--- config.mk ---
export PLATFORM = sky130hd
export DESIGN_NAME = topk_acc_32_flat
export DESIGN_NICKNAME = d
export VERILOG_FILES = /design/src/rtl/topk_acc_32_if.sv /design/src/rtl/topk_acc_32.sv /design/src/flat_wrapper.sv
export SDC_FILE = /design/constraint.sdc
export NUM_CORES = 1
export LEC_CHECK = 0
export CORE_UTILIZATION = 55
export CTS_CLUSTER_SIZE = 40
export DETAILED_ROUTE_END_ITERATION = 8
export MAX_ROUTING_LAYER = met4
export PLACE_DENSITY = 0.86
export SETUP_SLACK_MARGIN = 0.15
export SLEW_MARGIN = 25
export SYNTH_ARGS = -nofsm -noshare
export SYNTH_HDL_FRONTEND = slang
export SYNTH_SLANG_ARGS = --single-unit
--- constraint.sdc ---
create_clock -name clk_i -period 21.8 [get_ports clk_i]
set_input_delay 4.36 -clock clk_i [delete_from_list [all_inputs] [get_ports clk_i]]
set_output_delay 4.36 -clock clk_i [all_outputs]
set_load 0.01 [all_outputs]
--- src/rtl/topk_acc_32_if.sv ---
// Block-in / result-out bundle for topk_acc_32.
// idx_o is present only when TOPK_IDX_EN is defined.
interface topk_acc_32_if #(
  parameter int DATAWIDTH  = 8,
  parameter int DATALENGTH = 32,
  parameter int K          = 16,
  parameter int IDXWIDTH   = 16
);
  logic                                 valid_i;
  logic                                 ready_o;
  logic                                 last_i;
  logic [DATALENGTH-1:0][DATAWIDTH-1:0] x_i;
  logic                                 out_valid_o;
  logic                                 out_ready_i;
  logic [K-1:0][DATAWIDTH-1:0]          y_o;
`ifdef TOPK_IDX_EN
  logic [K-1:0][IDXWIDTH-1:0]           idx_o;

  modport slave (
    input  valid_i, last_i, x_i, out_ready_i,
    output ready_o, out_valid_o, y_o, idx_o
  );
  modport master (
    output valid_i, last_i, x_i, out_ready_i,
    input  ready_o, out_valid_o, y_o, idx_o
  );
`else
  modport slave (
    input  valid_i, last_i, x_i, out_ready_i,
    output ready_o, out_valid_o, y_o
  );
  modport master (
    output valid_i, last_i, x_i, out_ready_i,
    input  ready_o, out_valid_o, y_o
  );
`endif
endinterface

--- src/rtl/topk_acc_32.sv ---
// Streaming top-K accumulator: merges sorted blocks into a running top-K buffer.
// Optional TOPK_IDX_EN carries a source index alongside every value.
//
// state | meaning
// IDLE  | ready for a block; buffer holds the partial frame result
// MERGE | K-cycle two-pointer merge of buffer and captured block
// OUT   | frame result presented until out_ready_i
module topk_acc_32 #(
  parameter int DATAWIDTH  = 8,
  parameter int DATALENGTH = 32,
  parameter int K          = 16,
  parameter int IDXWIDTH   = 16
) (
  input  logic         clk_i,
  input  logic         rst_i,
  topk_acc_32_if.slave bus
);
  localparam int CW = $clog2(K + 1);
  localparam int IW = (K > 1) ? $clog2(K) : 1;

  if (K < 1 || K > DATALENGTH || IDXWIDTH < 1) begin : g_bad_param
    $error("topk_acc_32: K must lie in 1..DATALENGTH");
  end

  typedef enum logic [1:0] {IDLE, MERGE, OUT} state_t;

  state_t                      state_q, state_d;
  logic [K-1:0][DATAWIDTH-1:0] buf_q, buf_d;
  logic [K-1:0][DATAWIDTH-1:0] nb_q, nb_d;
  logic [K-1:0][DATAWIDTH-1:0] in_q, in_d;
  logic                        last_q, last_d;
  logic [CW-1:0]               pa_q, pa_d, pb_q, pb_d, w_q, w_d;

  logic [DATAWIDTH-1:0] a_v, b_v, pick_v;
  logic                 take_a, accept, merging, commit, release_w;

  // Only the first K input elements can ever reach the result.
  assign a_v     = buf_q[IW'(pa_q)];
  assign b_v     = in_q[IW'(pb_q)];
  assign take_a  = (a_v >= b_v);
  assign pick_v  = take_a ? a_v : b_v;

  assign accept    = (state_q == IDLE) && bus.valid_i;
  assign merging   = (state_q == MERGE);
  assign commit    = merging && (w_q == CW'(K - 1));
  assign release_w = (state_q == OUT) && bus.out_ready_i;

  assign bus.ready_o     = (state_q == IDLE);
  assign bus.out_valid_o = (state_q == OUT);
  assign bus.y_o         = buf_q;

  always_comb begin
    state_d = state_q;
    buf_d   = buf_q;
    nb_d    = nb_q;
    in_d    = in_q;
    last_d  = last_q;
    pa_d    = pa_q;
    pb_d    = pb_q;
    w_d     = w_q;
    case (state_q)
      IDLE: begin
        if (bus.valid_i) begin
          in_d    = bus.x_i[K-1:0];
          last_d  = bus.last_i;
          pa_d    = '0;
          pb_d    = '0;
          w_d     = '0;
          state_d = MERGE;
        end
      end
      MERGE: begin
        nb_d[IW'(w_q)] = pick_v;
        if (take_a) pa_d = pa_q + CW'(1);
        else        pb_d = pb_q + CW'(1);
        w_d = w_q + CW'(1);
        if (commit) begin
          buf_d          = nb_q;
          buf_d[IW'(w_q)] = pick_v;
          state_d        = last_q ? OUT : IDLE;
        end
      end
      OUT: begin
        if (bus.out_ready_i) begin
          buf_d   = '0;
          state_d = IDLE;
        end
      end
      default: state_d = IDLE;
    endcase
  end

  always_ff @(posedge clk_i or posedge rst_i) begin
    if (rst_i) begin
      state_q <= IDLE;
      buf_q   <= '0;
      nb_q    <= '0;
      in_q    <= '0;
      last_q  <= 1'b0;
      pa_q    <= '0;
      pb_q    <= '0;
      w_q     <= '0;
    end else begin
      state_q <= state_d;
      buf_q   <= buf_d;
      nb_q    <= nb_d;
      in_q    <= in_d;
      last_q  <= last_d;
      pa_q    <= pa_d;
      pb_q    <= pb_d;
      w_q     <= w_d;
    end
  end

`ifdef TOPK_IDX_EN
  logic [K-1:0][IDXWIDTH-1:0] ibuf_q, ibuf_d, nidx_q, nidx_d, iin_q, iin_d;
  logic [IDXWIDTH-1:0]        blk_cnt_q, blk_cnt_d, pick_idx;

  always_comb begin
    ibuf_d    = ibuf_q;
    nidx_d    = nidx_q;
    iin_d     = iin_q;
    blk_cnt_d = blk_cnt_q;
    pick_idx  = take_a ? ibuf_q[IW'(pa_q)] : iin_q[IW'(pb_q)];
    if (accept) begin
      for (int p = 0; p < K; p++) begin
        iin_d[p] = blk_cnt_q * IDXWIDTH'(DATALENGTH) + IDXWIDTH'(p);
      end
      blk_cnt_d = blk_cnt_q + IDXWIDTH'(1);
    end
    if (merging) nidx_d[IW'(w_q)] = pick_idx;
    if (commit) begin
      ibuf_d          = nidx_q;
      ibuf_d[IW'(w_q)] = pick_idx;
    end
    if (release_w) begin
      ibuf_d    = '0;
      blk_cnt_d = '0;
    end
  end

  always_ff @(posedge clk_i or posedge rst_i) begin
    if (rst_i) begin
      ibuf_q    <= '0;
      nidx_q    <= '0;
      iin_q     <= '0;
      blk_cnt_q <= '0;
    end else begin
      ibuf_q    <= ibuf_d;
      nidx_q    <= nidx_d;
      iin_q     <= iin_d;
      blk_cnt_q <= blk_cnt_d;
    end
  end

  assign bus.idx_o = ibuf_q;
`endif
endmodule

--- src/flat_wrapper.sv ---
// flat-port wrapper written by rule: the top's interface ports become plain ports
module topk_acc_32_flat 
#(
  parameter int DATAWIDTH  = 8,
  parameter int DATALENGTH = 32,
  parameter int K          = 16,
  parameter int IDXWIDTH   = 16
)
  (clk_i, rst_i, bus_valid_i, bus_last_i, bus_x_i, bus_out_ready_i, bus_ready_o, bus_out_valid_o, bus_y_o);
  topk_acc_32_if #(.DATAWIDTH(DATAWIDTH), .DATALENGTH(DATALENGTH), .K(K), .IDXWIDTH(IDXWIDTH)) bus_i ();
  input  logic clk_i;
  input  logic rst_i;
  input wire logic [$bits(bus_i.valid_i)-1:0] bus_valid_i;
  input wire logic [$bits(bus_i.last_i)-1:0] bus_last_i;
  input wire logic [$bits(bus_i.x_i)-1:0] bus_x_i;
  input wire logic [$bits(bus_i.out_ready_i)-1:0] bus_out_ready_i;
  output wire logic [$bits(bus_i.ready_o)-1:0] bus_ready_o;
  output wire logic [$bits(bus_i.out_valid_o)-1:0] bus_out_valid_o;
  output wire logic [$bits(bus_i.y_o)-1:0] bus_y_o;
  assign bus_i.valid_i = bus_valid_i;
  assign bus_i.last_i = bus_last_i;
  assign bus_i.x_i = bus_x_i;
  assign bus_i.out_ready_i = bus_out_ready_i;
  assign bus_ready_o = bus_i.ready_o;
  assign bus_out_valid_o = bus_i.out_valid_o;
  assign bus_y_o = bus_i.y_o;
  topk_acc_32 #(.DATAWIDTH(DATAWIDTH), .DATALENGTH(DATALENGTH), .K(K), .IDXWIDTH(IDXWIDTH)) u_core (.clk_i(clk_i), .rst_i(rst_i), .bus(bus_i));
endmodule
### Word-level counts from Yosys, hierarchy flattened

Index checks and enable logic that the tools add are counted.

* mux-type cells: 22
* $lt $le $gt $ge: 5
* reductions and logical operators: 11
* equality and inequality tests: 8
* $add $sub $neg: 3

Operator list (count)
* two-way mux 128 bit: 2
* case mux 128 bit (2 select lines): 1
* bitwise mux 128 bit: 1
* binary-select mux 8 bit (select 4 bit): 2
* demux 8 bit (select 4 bit): 1
* two-way mux 8 bit: 4
* case mux 5 bit (2 select lines): 3
* adder 5 x 1 -> 5 bit, second input constant: 3
* less-than comparator 4 x 5 -> 1 bit, second input constant: 3
* two-way mux 5 bit: 3
* AND reduction 3 bit: 4
* >= comparator 8 bit: 1
* two-way mux 2 bit: 4
* != test 2 bit, second input constant: 4
* case mux 2 bit (3 select lines): 1
* equality test 5 x 4 -> 1 bit, second input constant: 1
* >= comparator 4 x 1 -> 1 bit, second input constant: 1
* AND reduction 2 bit: 2
* nonzero test 2 bit: 2
* equality test 2 x 1 -> 1 bit, second input constant: 1
* equality test 2 bit, second input constant: 1
* logical AND 1 bit: 2
* logical NOT 2 bit: 1
* != test 2 x 1 -> 1 bit, second input constant: 1

* logic and storage cells: 102
* input port bits: 261
* bits in registers: 402

### Longest topological paths before layout

* depth after elaboration: 7
* depth in mapped cells: 14

### Worst setup path after synthesis

No wires, ideal clock.

* path type: input port to flip-flop
* start point: input port bus_valid_i
* end point: register u_core.in_q[0] in the netlist's numbering
* required time: 21675 ps
* buffers on the path: 2
* stages on the path: 4
* arrival: 5501 ps
* setup time: 125 ps
* path slack: 16175 ps
* cell sequence: nand2_1 > clkbuf_1 > buf_1 > mux2_2

* cells in the longest elaborated chain, start to end: 1

RTL lines
* start: declaration: line flat_wrapper.sv:13 `input wire logic [$bits(bus_i.valid_i)-1:0] bus_valid_i;`
* AND reduction 2 bit (no source line)
* end signal: assignment: line topk_acc_32.sv:107 `in_q <= in_d;`
* end: declaration: line topk_acc_32.sv:30 `logic [K-1:0][DATAWIDTH-1:0] in_q, in_d;`

Every way passes these cells.
A chain may end at the register's enable or synchronous reset.

### Worst setup path after layout

* start point: input port bus_out_ready_i
* end point: register u_core.buf_q, in the netlist u_core.bus.y_o[49]

* cells in the longest elaborated chain, start to end: 2

RTL lines
* start: declaration: line flat_wrapper.sv:16 `input wire logic [$bits(bus_i.out_ready_i)-1:0] bus_out_ready_i;`
* != test 2 bit (no source line)
* AND reduction 3 bit (no source line)
* end signal: assignment: line topk_acc_32.sv:105 `buf_q <= buf_d;`
* end: declaration: line topk_acc_32.sv:28 `logic [K-1:0][DATAWIDTH-1:0] buf_q, buf_d;`

Every way passes these cells.

==> metrics.yaml <==
logic_synthesis:
  synth_nets: 1741
  ys_seq_area_share_pct: 56.3
  synth.most_common_cell: "dfrtp_1"
  synth_enable_flop_cells: 0
  synth_top_area_cell: "dfrtp_1"
  synth_top_area_share_pct: 56.3
  ys_ff_latch: 400
  synthCells: 1462
  yosysWarnings: 0
  synthTopCellsByArea: "dfrtp_1 56%, mux2_2 8.2%, mux4_2 8.1%"
  synth_top_flop_cell: "dfrtp_1"
  netlist_top_cells_count: "400 x dfrtp_1, 180 x nand2_1, 144 x a22oi_1"
  syn-mean-instance-area_um2: 12.2
  postSynth.asyncResetShare_pct: 100
  synth.cell_area_um2: 17800
  synth_cell_types: 43
route:
  wl_um: 49300
  vias: 13387
  ant_nets: 0
  dr.pass1.iters: 6
  wl_per_cell_um: 23.4
  first_iter_violations: 1580
  viasPerCell: 6.36
  drt_drc_violations_left: 0
cells_and_area:
  fin_cells: 2106
  antenna_cells: 0
  fin_util_pct: 69.5
  fin_area_um2: 22000
  drive_gt1_share_pct: 17.3
  nNetsFinal: 1956
  area_growth_pct: 23.7
clocking:
  root_buffer: "clkbuf_16"
  htreeDepth: 2
  cts-resized-gates: 0
  clock-sinks: 400
  cts_setup_buffers: 0
  clock_latency_ns: 0.56
  path_clk_slew_ns: 0.06
  cts-buffers-inserted: 42
  cts_hold_buf: 0
  cts_tree: "built"
  cts_buffer_depth: 3
timing:
  hold-worst-slack_ns: 0.481
  finalMaxSlewViolations: 0
  slew_headroom_pct: 27.4
  setup_viol: 0
  period_needed_ns: 6.93
  grt_setup_unrepaired: "no"
  fin_worst_skew_ns: 0.0388
  post-route-period-util_pct: 31.8
  clock.fmax_mhz: 144
  worst_slew_pin_slew_ns: 1.08
  hold_viol: 0
  finalSetupTns_ns: 0
  setup_slack_ns: 14.87
status:
  outcome: "finished clean"
die:
  io_pins: 391
  fp-row-count: 65
  fp.coreArea_um2: 31600
  dieArea_um2: 33000
  die_h_um: 182
  start_util_pct: 56.2
  dieWidth_um: 182
worst_setup_path:
  cpMaxStageDelayCell: "buf_4"
  slowest_delay_ns: 0.76
  crit_arrival_ns: 7.32
  required_ns: 22.19
  worstSetupStartpointType: "input pin"
  crit_type: "in2reg"
  cpMostUsedCell: "buf_4"
  crit_path_cell_trace: "clkdlybuf4s50_1 -> o211ai_4 -> buf_4 -> buf_4 -> a211oi_1 -> a22oi_1 -> o21ai_0"
  cp_num_buf_inv: 3
  cp_max_fo: 74
  end_kind: "register"
  path_delay_family: "buffers and inverters"
placement:
  placed_area_um2: 20600
  place_congestion: 0.887
  place.detailed.hpwl_um: 33100
  dp_slack_ns: 14.52
  dp_cells: 2035
  port-buffer-count: 262
worst_hold_path:
  min_path_type: "reg2reg"
grt:
  grt_usage_pct: 31.5
  overflow: 0
  grt_pass1_wl_um: 77600
  grt_antenna_before_repair: 0
  grt_pass1_vias: 13619
  grt_max_degree: 179
power_and_ir_drop:
  power.density_nw_per_um2: 201
  p_total_mw: 4.43
  vdd_drop_max_mv: 0.178
  p_leak_nw: 9.07
run:
  max-cap-violations: 0
per-layer routing:
layer | global-route usage, % | wire length (µm) | up-vias
met5 | - | 0 | -
met4 | 11.0 | 1820 | 0
met3 | 8.58 | 4940 | 124
met2 | 50.8 | 24100 | 777
met1 | 38.6 | 18500 | 6663
li1 | - | - | 5823
tightest hold or removal path, cell delays in order, from the launching register on:
cell and delay, ns:
dfrtp_1 0.34, a22oi_1 0.06, o21ai_1 0.07
cell type report:
type / instances / area, µm²
Clock buffer: 60 / 1200
Tap cell: 402 / 503
Inverter: 17 / 76.3
Fill cell: 2143 / 9650
Multi-Input combinational cell: 935 / 7200
Timing Repair Buffer: 281 / 2800
Clock inverter: 11 / 199
Sequential cell: 400 / 10000
sequential cells by signal, summed over array words and instances (netlist names):
register / cells
u_core.bus.y_o: 128
u_core.state_q: 2
u_core.pa_q: 4
u_core.in_q: 128
u_core.pb_q: 4
u_core.w_q: 5
u_core.last_q: 1
u_core.nb_q: 128
cell families (layout without fill, tap and decap cells):
kind of cell	count (synthesis)	after routing	synth area share [%]
DFF	400	400	56.3
and+or+nand+nor	265	265	6.20
buffers and inverters	127	369	3.49
muxes	205	205	17.5
adders and majority gates	18	18	1.27
AOI/OAI and AO/OA	447	447	15.3
final timing paths:
kind / start / end / slack (ns) / depth (start not counted)
worst max register to register: u_core.pa_q[0] / u_core.nb_q[20] / 16.79 / 12
worst max-delay path: bus_out_ready_i / u_core.bus.y_o[49] / 14.87 / 7
min in group asynchronous: rst_i / u_core.bus.y_o[123] / 4.37 / 2
max in group asynchronous: rst_i / u_core.pa_q[0] / 15.94 / 3
worst min-delay path: u_core.nb_q[20] / u_core.bus.y_o[20] / 0.48 / 2
worst min register to register: u_core.nb_q[20] / u_core.bus.y_o[20] / 0.48 / 2
power by group:
group          internal [mW]  switching [mW]  leakage, nW  total [mW]
logic                  0.981            1.36         3.99        2.34
clock network          0.441           0.290        0.685       0.731
registers               1.09           0.270         4.40        1.36
total                   2.51            1.92         9.07        4.43
placed cells by master, fill, tap and decap left out, types with 3 or more instances in the layout:
cell,Yosys,final
o211ai_1,5,5
o21ai_1,123,123
clkbuf_8,0,8
nor2_1,40,40
and2_1,7,7
a22oi_1,144,144
mux2i_4,7,7
and3_1,3,3
clkbuf_1,54,10
nor3_1,6,6
inv_1,17,16
a311oi_2,0,3
o21ai_0,109,109
nand3_1,3,3
clkinv_2,0,3
nand4_1,10,10
ha_1,18,17
a211oi_2,0,3
dfrtp_1,400,398
mux2_2,129,129
a211oi_1,13,10
buf_4,21,14
nand2_1,180,179
nor3b_1,3,3
buf_8,0,3
clkbuf_16,0,42
clkdlybuf4s50_1,0,262
nor2b_1,8,8
mux2i_1,5,4
mux4_2,64,64
a21oi_1,35,35
bufinv_16,0,5
Note: power is estimated with default switching activity, not from simulation.
